==> config.mk <==
export PLATFORM = sky130hd
export DESIGN_NAME = fetch_ctrl
export DESIGN_NICKNAME = d
export VERILOG_FILES = /design/src/rtl/fetch_pkg.sv /design/src/rtl/fetch_fifo.sv /design/src/rtl/fetch_ctrl.sv
export SDC_FILE = /design/constraint.sdc
export NUM_CORES = 1
export LEC_CHECK = 0
export ABC_AREA = 0
export ABC_CLOCK_PERIOD_IN_PS = 17600
export CORE_ASPECT_RATIO = 1.4
export CORE_MARGIN = 5
export CORE_UTILIZATION = 45
export CTS_CLUSTER_DIAMETER = 80
export CTS_CLUSTER_SIZE = 16
export DETAILED_ROUTE_END_ITERATION = 16
export PLACE_DENSITY = 0.79
export SLEW_MARGIN = 20
export SYNTH_ARGS = -nofsm -noshare
export SYNTH_HDL_FRONTEND = slang
export SYNTH_SLANG_ARGS = --single-unit
==> constraint.sdc <==
create_clock -name clk -period 17.6 [get_ports clk]
set_input_delay 3.52 -clock clk [delete_from_list [all_inputs] [get_ports clk]]
set_output_delay 3.52 -clock clk [all_outputs]
set_load 0.05 [all_outputs]
==> src/rtl/fetch_pkg.sv <==
// Shared types and constants for the instruction-fetch controller.
// Entries carry {pc, instr, misalign} from the fetch stage to the prefetch buffer.
package fetch_pkg;

  localparam int          FETCH_XLEN       = 32;
  localparam logic [31:0] RESET_PC_DEFAULT = 32'h0000_0000;
  localparam logic [31:0] NOP_INSTR        = 32'h0000_0013;

  typedef struct packed {
    logic [FETCH_XLEN-1:0] pc;
    logic [FETCH_XLEN-1:0] instr;
    logic                  misalign;
  } fetch_entry_t;

  typedef enum logic {
    FETCH_RUN  = 1'b0,
    FETCH_HALT = 1'b1
  } fetch_state_e;

  function automatic logic [FETCH_XLEN-1:0] pc_incr(input logic [FETCH_XLEN-1:0] pc);
    return pc + 32'd4;
  endfunction

endpackage

==> src/rtl/fetch_fifo.sv <==
// Synchronous FIFO of fetch entries with flush and occupancy count.
// Push and pop in the same cycle are legal even when full.
module fetch_fifo
  import fetch_pkg::*;
#(
  parameter int DEPTH = 2,
  parameter int CW    = $clog2(DEPTH + 1)
) (
  input  logic         clk,
  input  logic         rst_n,
  input  logic         flush,
  input  logic         push,
  input  fetch_entry_t push_data,
  input  logic         pop,
  output fetch_entry_t head,
  output logic [CW-1:0] count
);

  localparam int PW = (DEPTH > 1) ? $clog2(DEPTH) : 1;

  fetch_entry_t   mem [DEPTH];
  logic [PW-1:0]  rd_ptr;
  logic [PW-1:0]  wr_ptr;

  function automatic logic [PW-1:0] ptr_next(input logic [PW-1:0] p);
    return (p == PW'(DEPTH - 1)) ? '0 : p + PW'(1);
  endfunction

  always_ff @(posedge clk) begin
    if (!rst_n) begin
      rd_ptr <= '0;
      wr_ptr <= '0;
      count  <= '0;
    end else if (flush) begin
      rd_ptr <= '0;
      wr_ptr <= '0;
      count  <= '0;
    end else begin
      if (push) wr_ptr <= ptr_next(wr_ptr);
      if (pop)  rd_ptr <= ptr_next(rd_ptr);
      count <= count + CW'(push) - CW'(pop);
    end
  end

  // Storage is data-only; occupancy is tracked by the control registers above.
  always_ff @(posedge clk) begin
    if (push && !flush) mem[wr_ptr] <= push_data;
  end

  assign head = mem[rd_ptr];

endmodule

==> src/rtl/fetch_ctrl.sv <==
// Instruction-fetch controller: PC sequencing, one-cycle memory latency absorption, redirect flush.
// Optional FETCH_MISALIGN_CHECK_EN turns misaligned PCs into fault entries instead of forcing alignment.
module fetch_ctrl
  import fetch_pkg::*;
#(
  parameter int              XLEN     = 32,
  parameter logic [XLEN-1:0] RESET_PC = RESET_PC_DEFAULT,
  parameter int              DEPTH    = 2
) (
  input  logic            clk,
  input  logic            rst_n,
  output logic            mem_req_o,
  output logic [XLEN-1:0] mem_addr_o,
  input  logic [XLEN-1:0] mem_rdata_i,
  input  logic            redirect_i,
  input  logic [XLEN-1:0] redirect_pc_i,
  output logic            out_valid_o,
  input  logic            out_ready_i,
  output logic [XLEN-1:0] out_instr_o,
  output logic [XLEN-1:0] out_pc_o,
  output logic            misalign_o
);

  localparam int CW = $clog2(DEPTH + 1);
  localparam int OW = CW + 1;

`ifdef FETCH_MISALIGN_CHECK_EN
  localparam logic [XLEN-1:0] PC_MASK = '1;
`else
  localparam logic [XLEN-1:0] PC_MASK = {{(XLEN-2){1'b1}}, 2'b00};
`endif

  logic [XLEN-1:0] pc_p0;
  logic            inflight_p1;
  logic            inflight_mis_p1;
  logic [XLEN-1:0] inflight_pc_p1;
  fetch_state_e    state;
  fetch_state_e    state_next;

  logic [CW-1:0]   count;
  fetch_entry_t    head_entry;
  fetch_entry_t    push_entry;
  fetch_entry_t    out_entry;
  logic            bypass_valid;
  logic            out_valid;
  logic            pop;
  logic            fifo_pop;
  logic            push;
  logic [OW-1:0]   occupancy;
  logic            space;
  logic            attempt;
  logic            misaligned;
  logic            issue;
  logic            fault_issue;

  fetch_fifo #(
    .DEPTH (DEPTH),
    .CW    (CW)
  ) u_fifo (
    .clk       (clk),
    .rst_n     (rst_n),
    .flush     (redirect_i),
    .push      (push),
    .push_data (push_entry),
    .pop       (fifo_pop),
    .head      (head_entry),
    .count     (count)
  );

  // Stage p1 -> output: the returning read bypasses an empty buffer so data appears one cycle after issue.
  always_comb begin
    push_entry.pc       = inflight_pc_p1;
    push_entry.instr    = inflight_mis_p1 ? NOP_INSTR : mem_rdata_i;
    push_entry.misalign = inflight_mis_p1;

    bypass_valid = inflight_p1 && !redirect_i;
    out_valid    = (count != '0) || bypass_valid;
    out_entry    = (count != '0) ? head_entry : push_entry;

    pop      = out_valid && out_ready_i;
    fifo_pop = pop && (count != '0);
    push     = inflight_p1 && !(pop && (count == '0));

    occupancy = OW'(count) + OW'(inflight_p1) - OW'(pop);
    space     = occupancy < OW'(DEPTH);
    attempt   = rst_n && !redirect_i && space && (state == FETCH_RUN);
`ifdef FETCH_MISALIGN_CHECK_EN
    misaligned = (pc_p0[1:0] != 2'b00);
`else
    misaligned = 1'b0;
`endif
    issue       = attempt && !misaligned;
    fault_issue = attempt && misaligned;
  end

  always_comb begin
    mem_req_o   = issue;
    mem_addr_o  = pc_p0;
    out_valid_o = out_valid;
    out_instr_o = out_valid ? out_entry.instr : '0;
    out_pc_o    = out_valid ? out_entry.pc    : '0;
    misalign_o  = out_valid && out_entry.misalign;
  end

  // A misaligned fetch parks the controller until the next redirect.
  always_comb begin
    state_next = state;
    case (state)
      FETCH_RUN:  if (fault_issue) state_next = FETCH_HALT;
      FETCH_HALT: if (redirect_i)  state_next = FETCH_RUN;
      default:    state_next = FETCH_RUN;
    endcase
  end

  always_ff @(posedge clk) begin
    if (!rst_n) state <= FETCH_RUN;
    else        state <= state_next;
  end

  // Stage p0 -> p1: PC advance and in-flight tracking.
  always_ff @(posedge clk) begin
    if (!rst_n) begin
      pc_p0           <= RESET_PC & PC_MASK;
      inflight_p1     <= 1'b0;
      inflight_mis_p1 <= 1'b0;
    end else if (redirect_i) begin
      pc_p0           <= redirect_pc_i & PC_MASK;
      inflight_p1     <= 1'b0;
      inflight_mis_p1 <= 1'b0;
    end else begin
      if (issue) pc_p0 <= pc_incr(pc_p0);
      inflight_p1     <= issue || fault_issue;
      inflight_mis_p1 <= fault_issue;
    end
  end

  always_ff @(posedge clk) begin
    if (issue || fault_issue) inflight_pc_p1 <= pc_p0;
  end

endmodule
==> flow_summary.toml, run 1 <==
[critical_path]
required_ps = 14080
crit_path_end_kind = "output pin"
critical-path-max-stage-delay_ps = 800
reg2reg_depth = 14
worst_path_most_repeated_cell = "sky130_fd_sc_hd__nand2_1"
reg2reg_setup_slack_ps = 13840
timing.setup.critical_path_class = "primary input to output pin"
critical_path.reg2reg.startpoint = "u_fifo.count[1]"
critPathArrivalTime_ps = 7610
max_fanout_on_critical_path = 36
path_buf_inv = 6
worst_path_dominant_cell_family = "buffers and inverters"
critPathLaunchType = "primary input"
chain_of_cells_forming_the_critical_path = "clkdlybuf4s50_1 -> buf_4 -> inv_2 -> nand2_1 -> nand2_1 -> and2_1 -> ha_1 -> nand2b_1 -> fa_1 -> nor4bb_1 -> nand2_1 -> buf_4 -> inv_2 -> clkdlybuf4s50_1"
critical_path.reg2reg.endpoint = "mem_addr_o[10]"
crit_path_top_delay_cell = "sky130_fd_sc_hd__clkdlybuf4s50_1"

[synthesis]
synth_seq_cells = 191
synth-edff-count = 154
synth.largest_area_cell = "sky130_fd_sc_hd__edfxtp_1"
synthesized_netlist_cell_count = 645
netlist-cell-type-count = 54
synth_area_mm2 = 0.00814
post_synth.cell_area_avg_um2 = 12.6
yosys.cell_count.top_type = "sky130_fd_sc_hd__edfxtp_1"
ys_dominant_reg_cell = "sky130_fd_sc_hd__edfxtp_1"
synth.area.top_cells = "sky130_fd_sc_hd__edfxtp_1, sky130_fd_sc_hd__dfxtp_1, sky130_fd_sc_hd__mux2i_1"
syn_warnings = 0
seq_area_frac_synth = 0.659
ys_top_cells_by_count = "sky130_fd_sc_hd__edfxtp_1, sky130_fd_sc_hd__nand2_1, sky130_fd_sc_hd__mux2i_1"
synth_top_cell_area_share = 0.568
synth_async_sr_flop_share = 0

[cells_and_area]
finalNetCount = 868
antenna-diode-count = 0
post_route_cells_drive_above_1_share = 0.0705
layout-area-overhead-vs-synth_pct = 29.9
fillCellCount = 1445

[routing]
ant_nets = 0
wire_per_inst_um = 18.4
wirelength_um = 19300
drt-initial-drc-count = 397
route.detailed.vias_per_inst = 5.41
num_vias = 5668
dr.pass1.iters = 4
route.detailed.drc = 0

[placed_design]
gp_routability_congestion = 0.858
detailed_place_hpwl_um = 12000
io_buffers = 159

[job]
maxCapViolCount = 0

[timing]
timing.final.setup_violations = 0
tightest_slew_ps = 963
fin_skew_ps = 11.5
achievable-frequency_mhz = 89.9
final_min_period_over_clock_period = 0.632
slew-limit-headroom = 0.358
tns_ps = 0
timing_hold_violations_final = 0
min_period_ps = 11130
timing.final.max_slew_violations = 0
rsz0062_at_grt = "false"

[clock_network]
clk-insertion-delay-late_ps = 430
tritoncts.num_buffers = 17
h-tree-depth = 4
hold_buffers = 0
postCtsSetupBuffers = 0
sinks_on_clock_net = 191
cts.path.max_buffers = 2
cts_repair_resize_count = 0
clk_pin_slew_ps = 70
cts_root_buffer = "sky130_fd_sc_hd__clkbuf_16"
cts_tree = "yes"

[hold_path]
worst_hold_path_type = "flop to flop"
min_delay_worst_endpoint = "u_fifo.mem[0][52]"
holdPathStages = 0
min-delay-start = "inflight_pc_p1[20]"

[grt]
grt_first_pass_wirelength_um = 30500
overflow = 0
groute.usage.overall = 0.188
antenna_violations_before_repair = 0
grt_max_degree = 65
vias_in_the_first_global_route = 5793

[power_and_ir_drop]
design_power_total_mw = 1.09
maximum_ir_drop_on_the_vdd_rail_uv = 59.2
power_per_unit_of_standard_cell_area_mw_per_mm2 = 103
leakagePower_nw = 3.42

[floorplan]
coreArea_mm2 = 0.0179
floorplan_row_count = 58
die_area_mm2 = 0.0209
fp.dieW_um = 124
starting_density_of_the_core = 0.454
die_h_um = 169
io-pin-count = 167

[status]
status = "finished clean"
## stage by stage
stage / setup WS [ps] / utilization / cell area [um2] / hold WS, ps / instances
finish: 6470 / 0.590 / 10600 / 466 / 1048
global route: 6320 / 0.590 / 10600 / 483 / 1048
CTS: 6510 / 0.590 / 10600 / 468 / 1048
detailed placement: 6590 / 0.556 / 9960 / 458 / 1016
global placement: 6590 / 0.556 / 9960 / 450 / 1016
floorplan: 6610 / - / 8160 / 445 / 649
## sequential cells by signal, summed over array words and instances (netlist names), named ones only
name / flops
u_fifo.count: 2
inflight_p1: 1
mem_addr_o: 30
u_fifo.rd_ptr: 1
u_fifo.mem: 124
state: 1
u_fifo.wr_ptr: 1
inflight_pc_p1: 30
## cell families (layout without fill, tap and decap cells)
| logic type | after synthesis | after routing | synth area share |
|---|---|---|---|
| xor gates and xnor gates | 14 | 14 | 0.0151 |
| buffers and inverters | 55 | 214 | 0.0289 |
| AOI/OAI and AO/OA | 134 | 134 | 0.0983 |
| muxes | 62 | 62 | 0.0762 |
| other | 1 | 5 | 0.000461 |
| DFF | 191 | 191 | 0.659 |
| and+or+nand+nor | 183 | 183 | 0.114 |
| adders and majority gates | 5 | 5 | 0.00861 |
## per-layer routing
layer	part of all wire	GRT usage	vias to the layer above
met2	0.52	0.332	183
li1	-	-	2713
met4	0.016	0.0622	0
met1	0.40	0.224	2746
met3	0.054	0.0430	26
met5	0	0	-
## report_power, final
group	switching (mW)	leakage, nW	internal, mW	total [mW]
Combinational	0.112	1.41	0.0585	0.170
Sequential	0.0166	1.71	0.508	0.524
Clock	0.169	0.299	0.230	0.399
## worst register-to-register path: stages, from the launching register on
cell                        delay, ps
sky130_fd_sc_hd__dfxtp_1          410
sky130_fd_sc_hd__nor2_4           130
sky130_fd_sc_hd__nand2_1           70
sky130_fd_sc_hd__and2_1           170
sky130_fd_sc_hd__ha_1             260
sky130_fd_sc_hd__nand2b_1         160
sky130_fd_sc_hd__fa_1             500
sky130_fd_sc_hd__nor4bb_1         350
sky130_fd_sc_hd__nand2_1          100
sky130_fd_sc_hd__buf_4            280
sky130_fd_sc_hd__inv_2            110
sky130_fd_sc_hd__buf_4            550
sky130_fd_sc_hd__nand4_1          270
sky130_fd_sc_hd__a2bb2oi_1        180
sky130_fd_sc_hd__a21oi_1          160
## final cells by class
cell class	instances	area [um2]	share of cell area
flip-flops and latches	191	5370	0.507
multi-input cells	403	2580	0.244
repair buffers	169	1670	0.158
clock buffers	19	443	0.0419
well taps	240	300	0.0284
clock inverters	13	176	0.0167
inverters	13	48.8	0.00461
## cell usage in the layout, fill, tap and decap left out, drive strengths merged, types with 4 or more instances in the layout
cell type,n
nor3,12
conb,5
or4,5
and4,5
buf,10
inv,17
nor2,18
o22ai,9
mux2i,62
ha,4
a21oi,15
a2bb2oi,6
a22oi,6
nand2,96
o21ai,72
xnor2,12
nand3,18
clkinv,5
edfxtp,154
dfxtp,37
clkdlybuf4s50,159
nor4,7
a31oi,6
clkbuf,19
nand4,9
## worst max path at each step
stage	from	to	slack, ps	depth (start not counted)
floorplan	redirect_i	mem_req_o	6610	12
global placement	redirect_i	mem_req_o	6590	14
detailed placement	redirect_i	mem_req_o	6590	14
CTS	redirect_i	mem_req_o	6510	14
global route	redirect_i	mem_req_o	6320	14
finish	redirect_i	mem_req_o	6470	14
Note: power is estimated with default switching activity, not from simulation.
==> inputs of run 2 (changes only) <==
--- a/config.mk
+++ b/config.mk
@@ -6,7 +6,7 @@
 export NUM_CORES = 1
 export LEC_CHECK = 0
 export ABC_AREA = 0
-export ABC_CLOCK_PERIOD_IN_PS = 17600
+export ABC_CLOCK_PERIOD_IN_PS = 10500
 export CORE_ASPECT_RATIO = 1.4
 export CORE_MARGIN = 5
 export CORE_UTILIZATION = 45
==> constraint.sdc (replaced) <==
create_clock -name clk -period 10.5 [get_ports clk]
set_input_delay 2.1 -clock clk [delete_from_list [all_inputs] [get_ports clk]]
set_output_delay 2.1 -clock clk [all_outputs]
set_load 0.05 [all_outputs]
==> run 2 against run 1 <==
Net effect: die area unchanged; highest routed layer unchanged; routed wire length up 0.19%; clock skew about the same; global-route usage up 0.084 points.
==> flow_summary.toml, run 2 (same netlist as run 1, synthesis figures left out) <==
[status]
status = "finished clean"

[power_and_ir_drop]
power_per_unit_of_standard_cell_area_mw_per_mm2 = 169
maximum_ir_drop_on_the_vdd_rail_uv = 81.3
leakagePower_nw = 3.39

[timing]
min_period_ps = 8110
final_min_period_over_clock_period = 0.772
timing.final.max_slew_violations = 0
tns_ps = 0
setup_ws_ps = 2390
achievable-frequency_mhz = 123
timing_hold_violations_final = 0
timing.final.setup_violations = 0
slew-limit-headroom = 0.382
fin_skew_ps = 11.3
rsz0062_at_grt = "false"
tightest_slew_ps = 927
final.hold.worst_slack_ps = 473

[routing]
num_vias = 5705
route.detailed.vias_per_inst = 5.44
wirelength_um = 19400
wire_per_inst_um = 18.5
route.detailed.drc = 0
ant_nets = 0
dr.pass1.iters = 5
drt-initial-drc-count = 365

[clock_network]
clk_pin_slew_ps = 70
h-tree-depth = 4
cts_tree = "yes"
sinks_on_clock_net = 191
hold_buffers = 0
postCtsSetupBuffers = 0
cts_root_buffer = "sky130_fd_sc_hd__clkbuf_16"
tritoncts.num_buffers = 17
cts.path.max_buffers = 2
cts_repair_resize_count = 0
clk-insertion-delay-late_ps = 410

[grt]
grt_max_degree = 65
vias_in_the_first_global_route = 5905
antenna_violations_before_repair = 0
groute.usage.overall = 0.189
grt_first_pass_wirelength_um = 31000
overflow = 0

[hold_path]
worst_hold_path_type = "flop to flop"
min-delay-start = "inflight_pc_p1[24]"
holdPathStages = 0
min_delay_worst_endpoint = "u_fifo.mem[0][56]"

[cells_and_area]
antenna-diode-count = 0
regMostFlops = "u_fifo.mem"
layout-area-overhead-vs-synth_pct = 29.3
fillCellCount = 1462
stdcell_area_mm2 = 0.0105
layout.cells.most_common_list = "sky130_fd_sc_hd__clkdlybuf4s50_1, sky130_fd_sc_hd__edfxtp_1, sky130_fd_sc_hd__nand2_1"
finalNetCount = 868
largest_reg_flops = 124
post_route_cells_drive_above_1_share = 0.0705
commonest_non_fill_non_tap_cell_in_the_layout = "sky130_fd_sc_hd__clkdlybuf4s50_1"

[floorplan]
starting_density_of_the_core = 0.454
floorplan_row_count = 58
fp.dieW_um = 124
die_area_mm2 = 0.0209
coreArea_mm2 = 0.0179
io-pin-count = 167
die_h_um = 169

[critical_path]
chain_of_cells_forming_the_critical_path = "clkdlybuf4s50_1 -> buf_4 -> inv_2 -> nand2_1 -> nand2_1 -> and2_1 -> ha_1 -> nand2b_1 -> fa_1 -> nor4bb_1 -> nand2_1 -> inv_2 -> clkdlybuf4s50_1"
timing.setup.critical_path_class = "primary input to output pin"
max_fanout_on_critical_path = 36
critical-path-max-stage-delay_ps = 810
crit_path_end_kind = "output pin"
reg2reg_depth = 13
critPathArrivalTime_ps = 6010
critical_path.reg2reg.endpoint = "mem_addr_o[10]"
crit_path_top_delay_cell = "sky130_fd_sc_hd__clkdlybuf4s50_1"
reg2reg_setup_slack_ps = 6940
critPathLaunchType = "primary input"
critical_path.reg2reg.startpoint = "u_fifo.count[1]"
required_ps = 8400
worst_path_most_repeated_cell = "sky130_fd_sc_hd__nand2_1"

[placed_design]
io_buffers = 159
dp_slack_ps = 2430
detailed_place_hpwl_um = 12400
gp_routability_congestion = 0.851
place_area_mm2 = 0.00996

[job]
maxCapViolCount = 0
## run 2: worst max-delay path by stage
stage	startpoint	to	slack [ps]	cells after the start
global placement	redirect_i	mem_req_o	2460	13
finish	redirect_i	mem_req_o	2390	13
floorplan	redirect_i	mem_req_o	2350	12
detailed placement	redirect_i	mem_req_o	2430	13
global route	redirect_i	mem_req_o	2130	13
CTS	redirect_i	mem_req_o	2390	13
## run 2: area by class of cell
type,instances,area (um2),area share
timing repair buffer,169,1670,0.158
clock inverter,14,128,0.0121
sequential,191,5370,0.510
clock buffer,18,439,0.0417
multi-input combinational,403,2580,0.245
tap,240,300,0.0285
inverter,13,48.8,0.00463
## run 2: through the flow
stage                      util  std cells  power (mW)
final                     0.587       1048        1.77
after global routing      0.587       1048        1.84
after CTS                 0.587       1048        1.79
after detailed placement  0.556       1016        1.18
after global placement    0.556       1016        1.18
after floorplan               -        649        1.07
## run 2: power breakdown
group          leakage, nW  internal (mW)  switching (mW)
Sequential            1.71          0.851          0.0283
Combinational         1.41         0.0980           0.187
Clock                0.274          0.320           0.291
## run 2: routing by layer
layer | routed length, um | vias up | GRT usage
met5 | 0 | - | 0
met4 | 302 | 0 | 0.0549
met3 | 1060 | 22 | 0.0350
met2 | 10200 | 198 | 0.336
met1 | 7800 | 2774 | 0.232
li1 | - | 2711 | -
## run 2: critical path: cells and delay by family
family / cells / cell delay (ps)
fa+ha+maj: 2 / 740
buf+inv: 5 / 2010
simple gates: 6 / 1150
==> inputs of run 3 (changes only) <==
--- a/config.mk
+++ b/config.mk
@@ -6,14 +6,14 @@
 export NUM_CORES = 1
 export LEC_CHECK = 0
 export ABC_AREA = 0
-export ABC_CLOCK_PERIOD_IN_PS = 10500
+export ABC_CLOCK_PERIOD_IN_PS = 6900
 export CORE_ASPECT_RATIO = 1.4
 export CORE_MARGIN = 5
 export CORE_UTILIZATION = 45
 export CTS_CLUSTER_DIAMETER = 80
 export CTS_CLUSTER_SIZE = 16
 export DETAILED_ROUTE_END_ITERATION = 16
-export PLACE_DENSITY = 0.79
+export PLACE_DENSITY = 0.81
 export SLEW_MARGIN = 20
 export SYNTH_ARGS = -nofsm -noshare
 export SYNTH_HDL_FRONTEND = slang
==> constraint.sdc (replaced) <==
create_clock -name clk -period 6.9 [get_ports clk]
set_input_delay 1.38 -clock clk [delete_from_list [all_inputs] [get_ports clk]]
set_output_delay 1.38 -clock clk [all_outputs]
set_load 0.05 [all_outputs]
==> run 3 against run 2 <==
Net effect: count of clock-buffer cells in the layout did not move; worst setup slack got worse by 1000 ps; largest power group unchanged; critical path type unchanged; largest cell class unchanged; highest routed layer unchanged; die area did not move.
==> flow_summary.toml, run 3 (same netlist as run 1, synthesis figures left out) <==
[status]
status = "finished clean"

[cells_and_area]
finalNetCount = 869
finalCoreUtilization = 0.591
regMostFlops = "u_fifo.mem"
layout.cells.most_common_list = "sky130_fd_sc_hd__clkdlybuf4s50_1, sky130_fd_sc_hd__edfxtp_1, sky130_fd_sc_hd__nand2_1"
layout-area-overhead-vs-synth_pct = 30.0
largest_reg_flops = 124
antenna-diode-count = 0
commonest_non_fill_non_tap_cell_in_the_layout = "sky130_fd_sc_hd__clkdlybuf4s50_1"
post_route_cells_drive_above_1_share = 0.0742

[clock_network]
postCtsSetupBuffers = 0
hold_buffers = 0
sinks_on_clock_net = 191
clk-insertion-delay-late_ps = 420
cts_root_buffer = "sky130_fd_sc_hd__clkbuf_16"
h-tree-depth = 4
cts.path.max_buffers = 2
cts_tree = "yes"
tritoncts.num_buffers = 17
cts_repair_resize_count = 0
clk_pin_slew_ps = 70

[timing]
final_min_period_over_clock_period = 0.804
timing_hold_violations_final = 0
slew-limit-headroom = 0.372
achievable-frequency_mhz = 180
fin_skew_ps = 12.1
tns_ps = 0
rsz0062_at_grt = "false"
timing.final.max_slew_violations = 0
tightest_slew_ps = 942
timing.final.setup_violations = 0
min_period_ps = 5550

[grt]
vias_in_the_first_global_route = 5760
grt_first_pass_wirelength_um = 30400
groute.usage.overall = 0.187
overflow = 0
grt_max_degree = 66
antenna_violations_before_repair = 0

[placed_design]
io_buffers = 159
gp_routability_congestion = 0.842
detailed_place_hpwl_um = 12400

[critical_path]
critPathLaunchType = "primary input"
path_buf_inv = 4
crit_path_end_kind = "output pin"
reg2reg_depth = 14
critical_path.reg2reg.startpoint = "u_fifo.count[1]"
timing.setup.critical_path_class = "primary input to output pin"
crit_path_top_delay_cell = "sky130_fd_sc_hd__clkdlybuf4s50_1"
critical-path-max-stage-delay_ps = 490
required_ps = 5520
worst_path_dominant_cell_family = "simple AND/OR/NAND/NOR gates"
critPathLaunch = "redirect_i"
worst_path_most_repeated_cell = "sky130_fd_sc_hd__nand2_1"
reg2reg_setup_slack_ps = 2710
chain_of_cells_forming_the_critical_path = "clkdlybuf4s50_1 -> inv_2 -> nand2_1 -> nand2_1 -> and2_1 -> ha_1 -> nand2b_1 -> fa_1 -> nor4bb_1 -> nand2_1 -> inv_2 -> buf_12"
critPathArrivalTime_ps = 4170
critical_path.reg2reg.endpoint = "mem_addr_o[10]"
max_fanout_on_critical_path = 19

[floorplan]
floorplan_row_count = 58
die_area_mm2 = 0.0209
fp.dieW_um = 124
die_h_um = 169
starting_density_of_the_core = 0.454
coreArea_mm2 = 0.0179
io-pin-count = 167

[hold_path]
min_delay_worst_endpoint = "u_fifo.mem[0][61]"
worst_hold_path_type = "flop to flop"
min-delay-start = "inflight_pc_p1[29]"
holdPathStages = 0

[routing]
dr.pass1.iters = 5
route.detailed.vias_per_inst = 5.44
num_vias = 5710
drt-initial-drc-count = 394
wirelength_um = 19400
wire_per_inst_um = 18.5
route.detailed.drc = 0
ant_nets = 0

[power_and_ir_drop]
leakagePower_nw = 3.42
maximum_ir_drop_on_the_vdd_rail_uv = 155
power_per_unit_of_standard_cell_area_mw_per_mm2 = 259

[job]
maxCapViolCount = 0
## run 3: per-layer routing
| layer | wire length, um | track usage | vias to the layer above |
|---|---|---|---|
| met3 | 966 | 0.0363 | 27 |
| met5 | 0 | 0 | - |
| met4 | 377 | 0.0588 | 0 |
| met2 | 10200 | 0.334 | 172 |
| li1 | - | - | 2709 |
| met1 | 7860 | 0.226 | 2802 |
## run 3: how the worst max path moves through the flow
stage | endpoint | slack, ps | cells past startpoint
2_1_floorplan | mem_req_o | 190 | 12
3_3_place_gp | mem_req_o | 1430 | 12
3_5_place_dp | mem_req_o | 1380 | 12
4_1_cts | mem_req_o | 1350 | 12
5_1_grt | mem_req_o | 1210 | 12
6_report | mem_req_o | 1350 | 12
## run 3: cell type report
class | instances | area [um2]
fillers | 1439 | 7340
flip-flops and latches | 191 | 5370
multi-input cells | 403 | 2580
repair buffers | 170 | 1700
clock buffers | 18 | 439
well taps | 240 | 300
clock inverters | 14 | 146
inverters | 13 | 48.8
## run 3: power breakdown
part / internal, mW / total (mW) / leakage (nW) / switching (mW)
logic: 0.151 / 0.435 / 1.42 / 0.284
registers: 1.29 / 1.34 / 1.71 / 0.0442
clock network: 0.522 / 0.965 / 0.288 / 0.443
total: 1.97 / 2.74 / 3.42 / 0.771
## run 3: worst register-to-register path, cell delays in order, from the launching register on
cell and delay [ps]:
sky130_fd_sc_hd__dfxtp_1 410, sky130_fd_sc_hd__nor2_4 110, sky130_fd_sc_hd__buf_4 570, sky130_fd_sc_hd__nand2_1 150
sky130_fd_sc_hd__and2_1 200, sky130_fd_sc_hd__ha_1 260, sky130_fd_sc_hd__nand2b_1 150, sky130_fd_sc_hd__fa_1 490
sky130_fd_sc_hd__nor4bb_1 370, sky130_fd_sc_hd__nand2_1 170, sky130_fd_sc_hd__inv_2 130, sky130_fd_sc_hd__buf_4 550
sky130_fd_sc_hd__nand4_1 230, sky130_fd_sc_hd__a2bb2oi_1 170, sky130_fd_sc_hd__a21oi_1 150
## run 3: metrics by stage
stage,power (mW),cell area [um2],instances,setup WS [ps],hold slack [ps]
finish,2.74,10600,1049,1350,467
global route,2.83,10600,1049,1210,488
CTS,2.76,10600,1048,1350,472
detailed placement,1.80,9970,1016,1380,460
global placement,1.79,9970,1016,1430,451
floorplan,1.62,8160,649,194,445
==> edit: new RTL, flow settings as in run 2 <==
`DEPTH` is set to 2 in 2 places; all go to 1.
--- a/src/rtl/fetch_fifo.sv
+++ b/src/rtl/fetch_fifo.sv
@@ -3,7 +3,7 @@
 module fetch_fifo
   import fetch_pkg::*;
 #(
-  parameter int DEPTH = 2,
+  parameter int DEPTH = 1,
   parameter int CW    = $clog2(DEPTH + 1)
 ) (
   input  logic         clk,
--- a/src/rtl/fetch_ctrl.sv
+++ b/src/rtl/fetch_ctrl.sv
@@ -5,7 +5,7 @@
 #(
   parameter int              XLEN     = 32,
   parameter logic [XLEN-1:0] RESET_PC = RESET_PC_DEFAULT,
-  parameter int              DEPTH    = 2
+  parameter int              DEPTH    = 1
 ) (
   input  logic            clk,
   input  logic            rst_n,
Behaviour: not the same (Yosys sat finds a counterexample within 4 cycles, from zero or initial values and one cycle with rst_n low).
==> edit against run 2 <==
- synthesized area down 34%
- count of clock-buffer cells in the layout up 3
- worst hold slack worse by 0.034 ns
- register-to-register slack worse by 0.49 ns
- via count down 26%
- design area down 28%
- sequential cell count down 66
- cell count down 29%
- power down 25%
- critical path depth down 1
- worst setup slack worse by 0.86 ns
- wire length down 28%
- critical endpoint unchanged
- highest routed layer unchanged
==> edit: results (changes against run 2) <==
* Run status: finished, final reports clean (unchanged)
* Top reg by flops: u_fifo.mem (unchanged)
* Crit-path max FO at 46 (was 36)
* H-Tree Level Count at 4 (unchanged)
* Family with the most delay on the worst path: buffers and inverters (unchanged)
* Vias in the first global route at 4256 (was 5905)
* First-pass GRT wire length at 21820 µm (was 31000 µm)
* Cells after Synth at 429 (was 645)
* Synth Warn # at 0 (unchanged)
* Min-delay worst type: reg2reg (unchanged)
* Post-CTS Hold Buffers at 0 (unchanged)
* Hpwl dp at 9497 µm (was 12370 µm)
* Fraction of layout cells with a size suffix above 1 at 6.745% (was 7.054%)
* Final nets at 651 (was 868)
* Skew final at 0.01527 ns (was 0.01130 ns)
* Vias per cell at 5.680 (was 5.444)
* CTS Buf Count at 17 (unchanged)
* Max VDD drop at 85.36 µV (was 81.32 µV)
* Via count at 4203 (was 5705)
* # port buffers at 159 (unchanged)
* Leading cell types by count after synthesis: 92 x edfxtp_1, 62 x a22o_1, 33 x dfxtp_1, 23 x clkbuf_1, 21 x nor2_1 (was 154 x edfxtp_1, 96 x nand2_1, 62 x mux2i_1, 39 x o21ai_1, 37 x dfxtp_1)
* PostCTS Resize Cnt at 0 (unchanged)
* DRT Pass-1 Iters at 4 (was 5)
* Post-CTS setup buffers at 0 (unchanged)
* Largest register FFs at 62 (was 124)
* Critical Path AT at 6.87 ns (was 6.01 ns)
* Clk root buf: clkbuf_16 (unchanged)
* Post-Place Cells at 708 (was 1016)
* FILL cells at 892 (was 1462)
* Antenna violations before repair at 0 (unchanged)
* Initial DRC count at 286 (was 365)
* Switching Fraction at 25.97% (was 28.54%)
* Clock Path Buffers at 2 (unchanged)
* Slew Limit Headroom at 32.80% (was 38.21%)
* Diode count at 0 (unchanged)
* Slowest CP cell: clkdlybuf4s50_1 (unchanged)
* Clock Pin Slew Worst Setup and Hold Paths at 0.05 ns (was 0.07 ns)
* Async set-reset flop share out of synthesis at 0% (unchanged)
* Slowest stage delay, CP at 0.95 ns (was 0.81 ns)
* Top cells by area, synth: edfxtp_1 51%, dfxtp_1 12%, a22o_1 10% (was edfxtp_1 57%, dfxtp_1 9.1%, mux2i_1 7.6%)
* Lkg Pwr at 0.002633 µW (was 0.003395 µW)
* Sequential share of the synthesized area at 63.39% (was 65.89%)
* Number of flops mapped to enable cells by yosys at 92 (was 154)
* Largest net degree at the start of global routing at 65 (unchanged)
* Netlist cell types at 52 (was 54)
* RePlAce Congestion at 0.7720 (was 0.8507)
* Post-Route WL at 14010 µm (was 19350 µm)
* Gr usage total at 19.40% (was 18.90%)
edit: cell types whose count changed after synthesis, sizes merged, moves of 8 or more:
| cell | run 2 | this run |
|---|---|---|
| edfxtp | 154 | 92 |
| mux2i | 62 | 0 |
| and3 | 3 | 11 |
| clkbuf | 32 | 23 |
| o21ai | 72 | 16 |
| a31oi | 6 | 14 |
| nand2 | 96 | 21 |
| a22o | 0 | 62 |
edit: worst register-to-register path: stages (launching register included):
cell and delay, ns:
dfxtp_4 0.79, inv_1 0.20, nand2_1 0.13, and2_1 0.14, ha_1 0.22, inv_1 0.06, ha_1 0.17, xor2_1 0.22
or4_4 0.43, clkinv_2 0.72, nor3_1 0.59, o21ai_0 0.17, o311ai_1 0.10
edit: cells by family after synthesis:
family                   synth area share (%)
AO/OA/AOI/OAI                           19.07
XOR/XNOR                                1.622
other                                 0.06944
adder cells (fa/ha/maj)                0.6952
flip-flops                              63.39
multiplexers                           0.6255
AND/OR/NAND/NOR                         10.64
buffers and inverters                   3.892
edit: power groups by stage:
stage | combinational (µW) | sequential (µW) | clock, µW
6_report | 211 | 585 | 530
5_1_grt | 222 | 589 | 565
4_1_cts | 212 | 585 | 542
3_5_place_dp | 211 | 595 | 0
3_3_place_gp | 209 | 593 | 0
2_1_floorplan | 108 | 614 | 0
edit: layout make-up:
type / count / area (µm²) / area share [%]
Timing Repair Buffer: 163 / 1622 / 21.30
Inverter: 11 / 42.54 / 0.5588
Sequential cell: 125 / 3427 / 45.02
Clock buffer: 21 / 440.4 / 5.786
Clock inverter: 11 / 100.1 / 1.315
Tap cell: 147 / 183.9 / 2.416
Multi-Input combinational cell: 262 / 1797 / 23.60
edit: per-layer routing:
| metal | routed length [µm] | track usage [%] |
|---|---|---|
| met1 | 5524 | 23.11 |
| met3 | 1112 | 5.959 |
| met2 | 7257 | 32.95 |
| met5 | 0 | 0 |
| met4 | 121 | 6.289 |
edit: final timing paths:
path / end / cells past startpoint / start / slack (ns)
max: mem_req_o / 12 / redirect_i / 1.53
min: u_fifo.mem[0][60] / 0 / inflight_pc_p1[28] / 0.44
max reg2reg: mem_addr_o[27] / 12 / u_fifo.count / 6.45
min reg2reg: u_fifo.mem[0][60] / 0 / inflight_pc_p1[28] / 0.44
edit: metrics by stage:
step	utilization (%)	setup WS (ns)	hold slack (ns)	total power, µW	area (µm²)
2_1_floorplan	-	4.001	0.4273	721.5	5415
3_3_place_gp	59.81	1.681	0.4344	801.3	7069
3_5_place_dp	59.81	1.608	0.4372	806.3	7069
4_1_cts	64.38	1.556	0.4491	1340	7610
5_1_grt	64.40	1.338	0.4559	1376	7612
6_report	64.40	1.532	0.4385	1327	7612
